==> src/rtl/elf_image_loader_pkg.sv <==
// Shared types and constants for the ELF image loader.
// Imported by the top and the byte packer.
package loader_pkg;

  typedef enum logic [2:0] {
    ST_IDLE,
    ST_CHECK,
    ST_TEXT,
    ST_DATA,
    ST_DRAIN,
    ST_DONE,
    ST_ERROR
  } loader_state_t;

  typedef enum logic [1:0] {
    ERR_NONE      = 2'd0,
    ERR_TEXT_SIZE = 2'd1,
    ERR_BOUNDS    = 2'd2,
    ERR_ENTRY     = 2'd3
  } loader_err_t;

  localparam int TEXT_WORD_BYTES = 4;
  localparam int DATA_WORD_BYTES = 8;

endpackage

==> src/rtl/elf_image_loader_byte_packer.sv <==
// Little-endian byte-to-word packer with zero-filled flush.
// The word completes in the same cycle its last byte arrives.
module byte_packer
  import loader_pkg::*;
#(
  parameter int WORD_BYTES = TEXT_WORD_BYTES,
  parameter int IDX_W      = 10
) (
  input  logic                    clk_in,
  input  logic                    rst_in,
  input  logic                    clr_in,
  input  logic                    byte_valid_in,
  input  logic [7:0]              byte_in,
  input  logic                    flush_in,
  output logic                    word_valid_out,
  output logic [8*WORD_BYTES-1:0] word_data_out,
  output logic [IDX_W-1:0]        word_idx_out
);

  localparam int W  = 8 * WORD_BYTES;
  localparam int CW = $clog2(WORD_BYTES);

  logic [CW-1:0]    cnt_q, cnt_d;
  logic [W-1:0]     acc_q, acc_d;
  logic [W-1:0]     byte_sh;
  logic [IDX_W-1:0] idx_q, idx_d;
  logic             full;

  always_comb begin
    byte_sh        = W'(byte_in) << {cnt_q, 3'b000};
    full           = byte_valid_in && (cnt_q == CW'(WORD_BYTES - 1));
    word_valid_out = full || flush_in;
    word_data_out  = '0;
    if (word_valid_out) begin
      word_data_out = acc_q | (full ? byte_sh : '0);
    end
    cnt_d = cnt_q;
    acc_d = acc_q;
    idx_d = idx_q;
    if (clr_in) begin
      cnt_d = '0;
      acc_d = '0;
      idx_d = '0;
    end else if (word_valid_out) begin
      cnt_d = '0;
      acc_d = '0;
      idx_d = idx_q + 1'b1;
    end else if (byte_valid_in) begin
      cnt_d = cnt_q + 1'b1;
      acc_d = acc_q | byte_sh;
    end
  end

  always_ff @(posedge clk_in or posedge rst_in) begin
    if (rst_in) begin
      cnt_q <= '0;
      acc_q <= '0;
      idx_q <= '0;
    end else begin
      cnt_q <= cnt_d;
      acc_q <= acc_d;
      idx_q <= idx_d;
    end
  end

  assign word_idx_out = idx_q;

endmodule

==> src/rtl/elf_image_loader.sv <==
// Boot loader: streams the ELF byte image into instruction and
// data memories, validates layout, then releases the core.
module elf_image_loader
  import loader_pkg::*;
#(
  parameter int ADDR_SIZE   = 4096,
  parameter int IMEM_WORDS  = 1024,
  parameter int DMEM_DWORDS = 512
) (
  input  logic                           clk_in,
  input  logic                           rst_in,
  input  logic                           init_in,
  input  logic [63:0]                    text_start_addr_in,
  input  logic [63:0]                    data_start_addr_in,
  input  logic [63:0]                    text_size_in,
  input  logic [63:0]                    data_size_in,
  input  logic [63:0]                    entry_in,
  output logic [$clog2(ADDR_SIZE)-1:0]   img_rd_addr_out,
  input  logic [7:0]                     img_rd_data_in,
  output logic                           imem_wr_en_out,
  output logic [$clog2(IMEM_WORDS)-1:0]  imem_wr_addr_out,
  output logic [31:0]                    imem_wr_data_out,
  output logic                           dmem_wr_en_out,
  output logic [$clog2(DMEM_DWORDS)-1:0] dmem_wr_addr_out,
  output logic [63:0]                    dmem_wr_data_out,
  output logic [63:0]                    pc_init_out,
  output logic                           core_start_out,
  output logic                           busy_out,
  output logic                           error_out,
  output logic [1:0]                     error_code_out
);

  localparam int AW = $clog2(ADDR_SIZE);
  localparam int IW = $clog2(IMEM_WORDS);
  localparam int DW = $clog2(DMEM_DWORDS);

  loader_state_t state_q, state_d;
  loader_err_t   code_q, code_d, chk;

  logic [63:0]   t_q, t_d, d_q, d_d;
  logic [63:0]   ts_q, ts_d, entry_q, entry_d;
  logic [63:0]   pc_q, pc_d;
  logic [AW-1:0] rd_addr_q, rd_addr_d;
  logic          vld_q, vld_d, sec_q, sec_d;
  logic          flush_q, flush_d;
  logic          start_q, start_d;
  logic          busy_q, busy_d, err_q, err_d;

  logic [64:0]   td_sum, text_end;
  logic [63:0]   d_dwords;
  logic          accept, last_text, last_data, need_flush;

  logic          t_vld, d_vld;
  logic [31:0]   t_data;
  logic [63:0]   d_data;
  logic [IW-1:0] t_idx;
  logic [DW-1:0] d_idx;

  // Memory addresses are section offsets, so the data base is not needed.
  logic unused_data_start;
  assign unused_data_start = ^data_start_addr_in;

  assign accept = init_in &&
    (state_q inside {ST_IDLE, ST_DONE, ST_ERROR});

  always_comb begin
    td_sum   = {1'b0, t_q} + {1'b0, d_q};
    text_end = {1'b0, ts_q} + {1'b0, t_q};
    d_dwords = (d_q >> 3) + {63'd0, |d_q[2:0]};
    chk      = ERR_NONE;
    if (t_q == 64'd0 || t_q[1:0] != 2'd0 ||
        (t_q >> 2) > 64'(IMEM_WORDS)) begin
      chk = ERR_TEXT_SIZE;
    end else if (td_sum > 65'(ADDR_SIZE) ||
                 d_dwords > 64'(DMEM_DWORDS)) begin
      chk = ERR_BOUNDS;
    end else if (entry_q < ts_q ||
                 {1'b0, entry_q} >= text_end ||
                 entry_q[1:0] != 2'd0) begin
      chk = ERR_ENTRY;
    end
  end

  assign last_text  = 64'(rd_addr_q) == t_q - 64'd1;
  assign last_data  = 64'(rd_addr_q) == t_q + d_q - 64'd1;
  assign need_flush = |d_q[2:0];

  always_comb begin
    state_d   = state_q;
    code_d    = code_q;
    t_d       = t_q;
    d_d       = d_q;
    ts_d      = ts_q;
    entry_d   = entry_q;
    pc_d      = pc_q;
    rd_addr_d = rd_addr_q;
    vld_d     = 1'b0;
    sec_d     = sec_q;
    flush_d   = 1'b0;
    start_d   = start_q;
    busy_d    = busy_q;
    err_d     = err_q;
    case (state_q)
      ST_IDLE, ST_DONE, ST_ERROR: begin
        if (init_in) begin
          t_d     = text_size_in;
          d_d     = data_size_in;
          ts_d    = text_start_addr_in;
          entry_d = entry_in;
          pc_d    = '0;
          start_d = 1'b0;
          err_d   = 1'b0;
          code_d  = ERR_NONE;
          busy_d  = 1'b1;
          state_d = ST_CHECK;
        end
      end
      ST_CHECK: begin
        if (chk != ERR_NONE) begin
          err_d   = 1'b1;
          code_d  = chk;
          busy_d  = 1'b0;
          state_d = ST_ERROR;
        end else begin
          rd_addr_d = '0;
          state_d   = ST_TEXT;
        end
      end
      ST_TEXT: begin
        vld_d     = 1'b1;
        sec_d     = 1'b0;
        rd_addr_d = rd_addr_q + 1'b1;
        if (last_text) begin
          state_d = (d_q == 64'd0) ? ST_DRAIN : ST_DATA;
        end
      end
      ST_DATA: begin
        vld_d     = 1'b1;
        sec_d     = 1'b1;
        rd_addr_d = rd_addr_q + 1'b1;
        if (last_data) begin
          state_d = ST_DRAIN;
        end
      end
      ST_DRAIN: begin
        // First DRAIN cycle always carries the final byte.
        if (flush_q || (vld_q && !(sec_q && need_flush))) begin
          start_d = 1'b1;
          pc_d    = entry_q;
          busy_d  = 1'b0;
          state_d = ST_DONE;
        end else if (vld_q) begin
          flush_d = 1'b1;
        end
      end
      default: state_d = ST_IDLE;
    endcase
  end

  always_ff @(posedge clk_in or posedge rst_in) begin
    if (rst_in) begin
      state_q   <= ST_IDLE;
      code_q    <= ERR_NONE;
      t_q       <= '0;
      d_q       <= '0;
      ts_q      <= '0;
      entry_q   <= '0;
      pc_q      <= '0;
      rd_addr_q <= '0;
      vld_q     <= 1'b0;
      sec_q     <= 1'b0;
      flush_q   <= 1'b0;
      start_q   <= 1'b0;
      busy_q    <= 1'b0;
      err_q     <= 1'b0;
    end else begin
      state_q   <= state_d;
      code_q    <= code_d;
      t_q       <= t_d;
      d_q       <= d_d;
      ts_q      <= ts_d;
      entry_q   <= entry_d;
      pc_q      <= pc_d;
      rd_addr_q <= rd_addr_d;
      vld_q     <= vld_d;
      sec_q     <= sec_d;
      flush_q   <= flush_d;
      start_q   <= start_d;
      busy_q    <= busy_d;
      err_q     <= err_d;
    end
  end

  byte_packer #(
    .WORD_BYTES(TEXT_WORD_BYTES),
    .IDX_W     (IW)
  ) u_text_packer (
    .clk_in        (clk_in),
    .rst_in        (rst_in),
    .clr_in        (accept),
    .byte_valid_in (vld_q & ~sec_q),
    .byte_in       (img_rd_data_in),
    .flush_in      (1'b0),
    .word_valid_out(t_vld),
    .word_data_out (t_data),
    .word_idx_out  (t_idx)
  );

  byte_packer #(
    .WORD_BYTES(DATA_WORD_BYTES),
    .IDX_W     (DW)
  ) u_data_packer (
    .clk_in        (clk_in),
    .rst_in        (rst_in),
    .clr_in        (accept),
    .byte_valid_in (vld_q & sec_q),
    .byte_in       (img_rd_data_in),
    .flush_in      (flush_q),
    .word_valid_out(d_vld),
    .word_data_out (d_data),
    .word_idx_out  (d_idx)
  );

  assign img_rd_addr_out  = rd_addr_q;
  assign imem_wr_en_out   = t_vld;
  assign imem_wr_addr_out = t_vld ? t_idx : '0;
  assign imem_wr_data_out = t_data;
  assign dmem_wr_en_out   = d_vld;
  assign dmem_wr_addr_out = d_vld ? d_idx : '0;
  assign dmem_wr_data_out = d_data;
  assign pc_init_out      = pc_q;
  assign core_start_out   = start_q;
  assign busy_out         = busy_q;
  assign error_out        = err_q;
  assign error_code_out   = code_q;

endmodule
==> config.mk <==
export PLATFORM = sky130hd
export DESIGN_NAME = elf_image_loader
export DESIGN_NICKNAME = d
export VERILOG_FILES = /design/src/rtl/elf_image_loader_pkg.sv /design/src/rtl/elf_image_loader_byte_packer.sv /design/src/rtl/elf_image_loader.sv
export SDC_FILE = /design/constraint.sdc
export NUM_CORES = 2
export LEC_CHECK = 0
export CORE_MARGIN = 4
export CORE_UTILIZATION = 55
export DETAILED_ROUTE_END_ITERATION = 12
export PLACE_DENSITY = 0.8
export SLEW_MARGIN = 20
export SYNTH_ARGS = -nofsm -noshare
export SYNTH_HDL_FRONTEND = slang
export SYNTH_SLANG_ARGS = --single-unit
==> constraint.sdc <==
create_clock -name clk_in -period 17.7 [get_ports clk_in]
set_input_delay 1.77 -clock clk_in [delete_from_list [all_inputs] [get_ports clk_in]]
set_output_delay 1.77 -clock clk_in [all_outputs]
set_load 0.1 [all_outputs]
==> impl_metrics.yaml <==
final_layout:
  synthToLayoutAreaGrowth_pct: 18.8
  regArea_sq_um: 11600
  multi_input_area_sq_um: 23400
  fin_area_sq_um: 44200
  fillers: 5833
  fin_nets: 5726
  drive_above_1_share: 0.0329
  fin_cells: 5933
  post-route-util: 0.659
sta:
  grt_setup_unrepaired: "no"
  fmax_mhz: 132
  clock_skew_ns: 0.0362
  final-max-slew-violation-count: 0
  finalSetupViolCount: 0
  tns_ns: 0
  period_share: 0.426
  worstMarginPinSlew_ns: 1.17
  hold_viol: 0
  fin_crit_ns: 7.55
  maxSlewHeadroom: 0.218
drt:
  wirelength_um: 140000
  vias_per_cell: 6.34
  drt-initial-drc-count: 4663
  num_vias: 37600
  wl_per_cell_um: 23.6
  ant_nets: 0
  firstDrtPassIters: 8
  drc: 0
setup_path:
  regToRegSetupSlack_ns: 10.15
  startpoint_type: "register"
  slowest_delay_ns: 0.54
  crit_path_frequent_cell: "nand3_1"
  required_ns: 18.20
  critPathSlowestCell: "o31ai_1"
  worst-path-max-fanout: 12
  worst-endpoint-arrival_ns: 8.05
  cp-end-kind: "register"
  crit_type: "register to register"
yosys:
  yosys-top-cells-count: "631 x nand2_1, 463 x dfrtp_1, 424 x a21oi_1, 389 x ha_1, 377 x inv_1"
  async_reset_ff_frac: 1.00
  yosysSeqAreaShare: 0.312
  ys_types: 91
  synth_cells: 4672
  ys.flop_type: "dfrtp_1"
  yosysMostFrequentCell: "nand2_1"
  syn_nets: 5395
  synth_top_area_share: 0.312
  netlist_top_cells_area: "dfrtp_1 31%, ha_1 13%, nand2_1 6.4%, a21oi_1 5.7%, o21ai_0 4.8%"
  yosys.area.top_type: "dfrtp_1"
  ys_ff_latch: 463
  synth_area_sq_um: 37200
  ys.warnings.count: 0
  syn_area_per_cell_sq_um: 7.96
  synth_enable_flop_cells: 0
floorplan:
  io_pins: 529
  die_h_um: 268
  rows: 95
  die_x_um: 268
  core_sq_um: 67000
  start_util: 0.555
  die_area_sq_um: 71800
placed_design:
  place_inst: 5823
  port-buffer-count: 464
  dp_hpwl_um: 111000
  placed_cell_area_sq_um: 42300
  routabilityCongestion: 1.02
clock_network:
  clk_pin_slew_ns: 0.06
  clk-insertion-delay-late_ns: 0.63
  cts_max_level: 2
  clockBufferDepth: 3
  cts_root_buf: "clkbuf_16"
  cts.repair.resized: 0
  cts_hold_buf: 0
  cts_setup_buffers: 0
  cts_inserted_buffers: 51
  cts_tree: "yes"
  cts.sinks: 463
grt:
  antenna_found_initial: 14
  grt_pass1_vias: 35200
  grt_overflow: 0
  grt_pass1_wl_um: 210000
  grt_usage: 0.377
  grt_start_max_net_pins: 238
hold_path:
  hp-class: "register to register"
outcome:
  status: "completed"
job:
  maxCapViolCount: 0
routing by layer:
layer	share of wire	wire length (um)	up-vias	GRT usage
met4	0.054	7520	6	0.169
li1	-	-	17300	-
met1	0.42	59600	18000	0.536
met5	0.00024	33	-	0
met3	0.096	13500	353	0.0824
met2	0.42	59600	1959	0.554
final timing paths:
| kind | depth (start not counted) | to | from |
|---|---|---|---|
| worst max-delay path | 29 | img_rd_addr_out[1]$_DFFE_PP0P_ | t_q[1]$_DFFE_PP0P_ |
| worst min-delay path | 1 | flush_q$_DFF_PP0_ | flush_q$_DFF_PP0_ |
| worst max register to register | 29 | img_rd_addr_out[1]$_DFFE_PP0P_ | t_q[1]$_DFFE_PP0P_ |
| worst min register to register | 1 | flush_q$_DFF_PP0_ | flush_q$_DFF_PP0_ |
| max in group asynchronous | 5 | img_rd_addr_out[5]$_DFFE_PP0P_ | rst_in |
| min in group asynchronous | 2 | u_text_packer.acc_q[3]$_DFFE_PP0P_ | rst_in |
placed cells by master, fill, tap and decap left out, types with 31 or more instances in the layout:
cell,n
clkbuf_16,51
xnor2_1,132
o21bai_1,37
ha_1,389
dfrtp_1,463
o21ai_0,353
nand2_1,628
xor2_1,76
nor2b_1,37
nand3_1,101
nor2_1,359
a21o_1,129
inv_1,376
a31oi_1,31
a22o_1,129
clkdlybuf4s50_1,463
o21a_1,36
nand4_1,125
nor3_1,95
a21oi_1,424
nor4_1,63
final cells by class:
type / instances / share of cell area
inverter: 379 / 0.0324
clock inverter: 22 / 0.00818
antenna: 16 / 0.000906
multi-input combinational: 3625 / 0.530
tap: 873 / 0.0247
timing repair buffer: 483 / 0.109
sequential: 463 / 0.262
clock buffer: 72 / 0.0329
critical path, delay by kind of cell, from the launching register on:
family / cells / cell delay (ns)
AOI/OAI and AO/OA: 16 / 3.95
xor gates and xnor gates: 1 / 0.18
adders and majority gates: 2 / 0.86
buffers and inverters: 2 / 0.54
DFF: 1 / 0.53
and+or+nand+nor: 8 / 1.37
per-stage QoR:
step           hold WS, ns  worst slack, ns
5_1_grt              0.487             9.69
4_1_cts              0.476            10.40
3_5_place_dp         0.468            10.48
3_3_place_gp         0.462            10.52
6_report             0.473            10.15
2_1_floorplan        0.425             3.02
kinds of logic after synthesis:
| family | Yosys count | share of synthesized area |
|---|---|---|
| flip-flops | 463 | 0.312 |
| XOR/XNOR | 208 | 0.0490 |
| AO/OA/AOI/OAI | 1387 | 0.236 |
| adder cells (fa/ha/maj) | 394 | 0.133 |
| buffers and inverters | 584 | 0.0595 |
| multiplexers | 26 | 0.00707 |
| AND/OR/NAND/NOR | 1610 | 0.204 |
sequential cells by signal, indices dropped and copies added (netlist names):
| name | cells |
|---|---|
| vld_q | 1 |
| sec_q | 1 |
| pc_init_out | 64 |
| img_rd_addr_out | 12 |
| busy_out | 1 |
| u_data_packer.acc_q | 64 |
| u_text_packer.acc_q | 32 |
| u_data_packer.word_idx_out | 9 |
| ts_q | 64 |
| error_code_out | 2 |
| t_q | 64 |
| d_q | 64 |
| flush_q | 1 |
| core_start_out | 1 |
| u_text_packer.cnt_q | 2 |
| error_out | 1 |
| u_text_packer.word_idx_out | 10 |
| entry_q | 64 |
| u_data_packer.cnt_q | 3 |
| state_q | 3 |
Power is not shown: default switching activity piles up to over one toggle a cycle in this logic, so the estimate is an artifact.
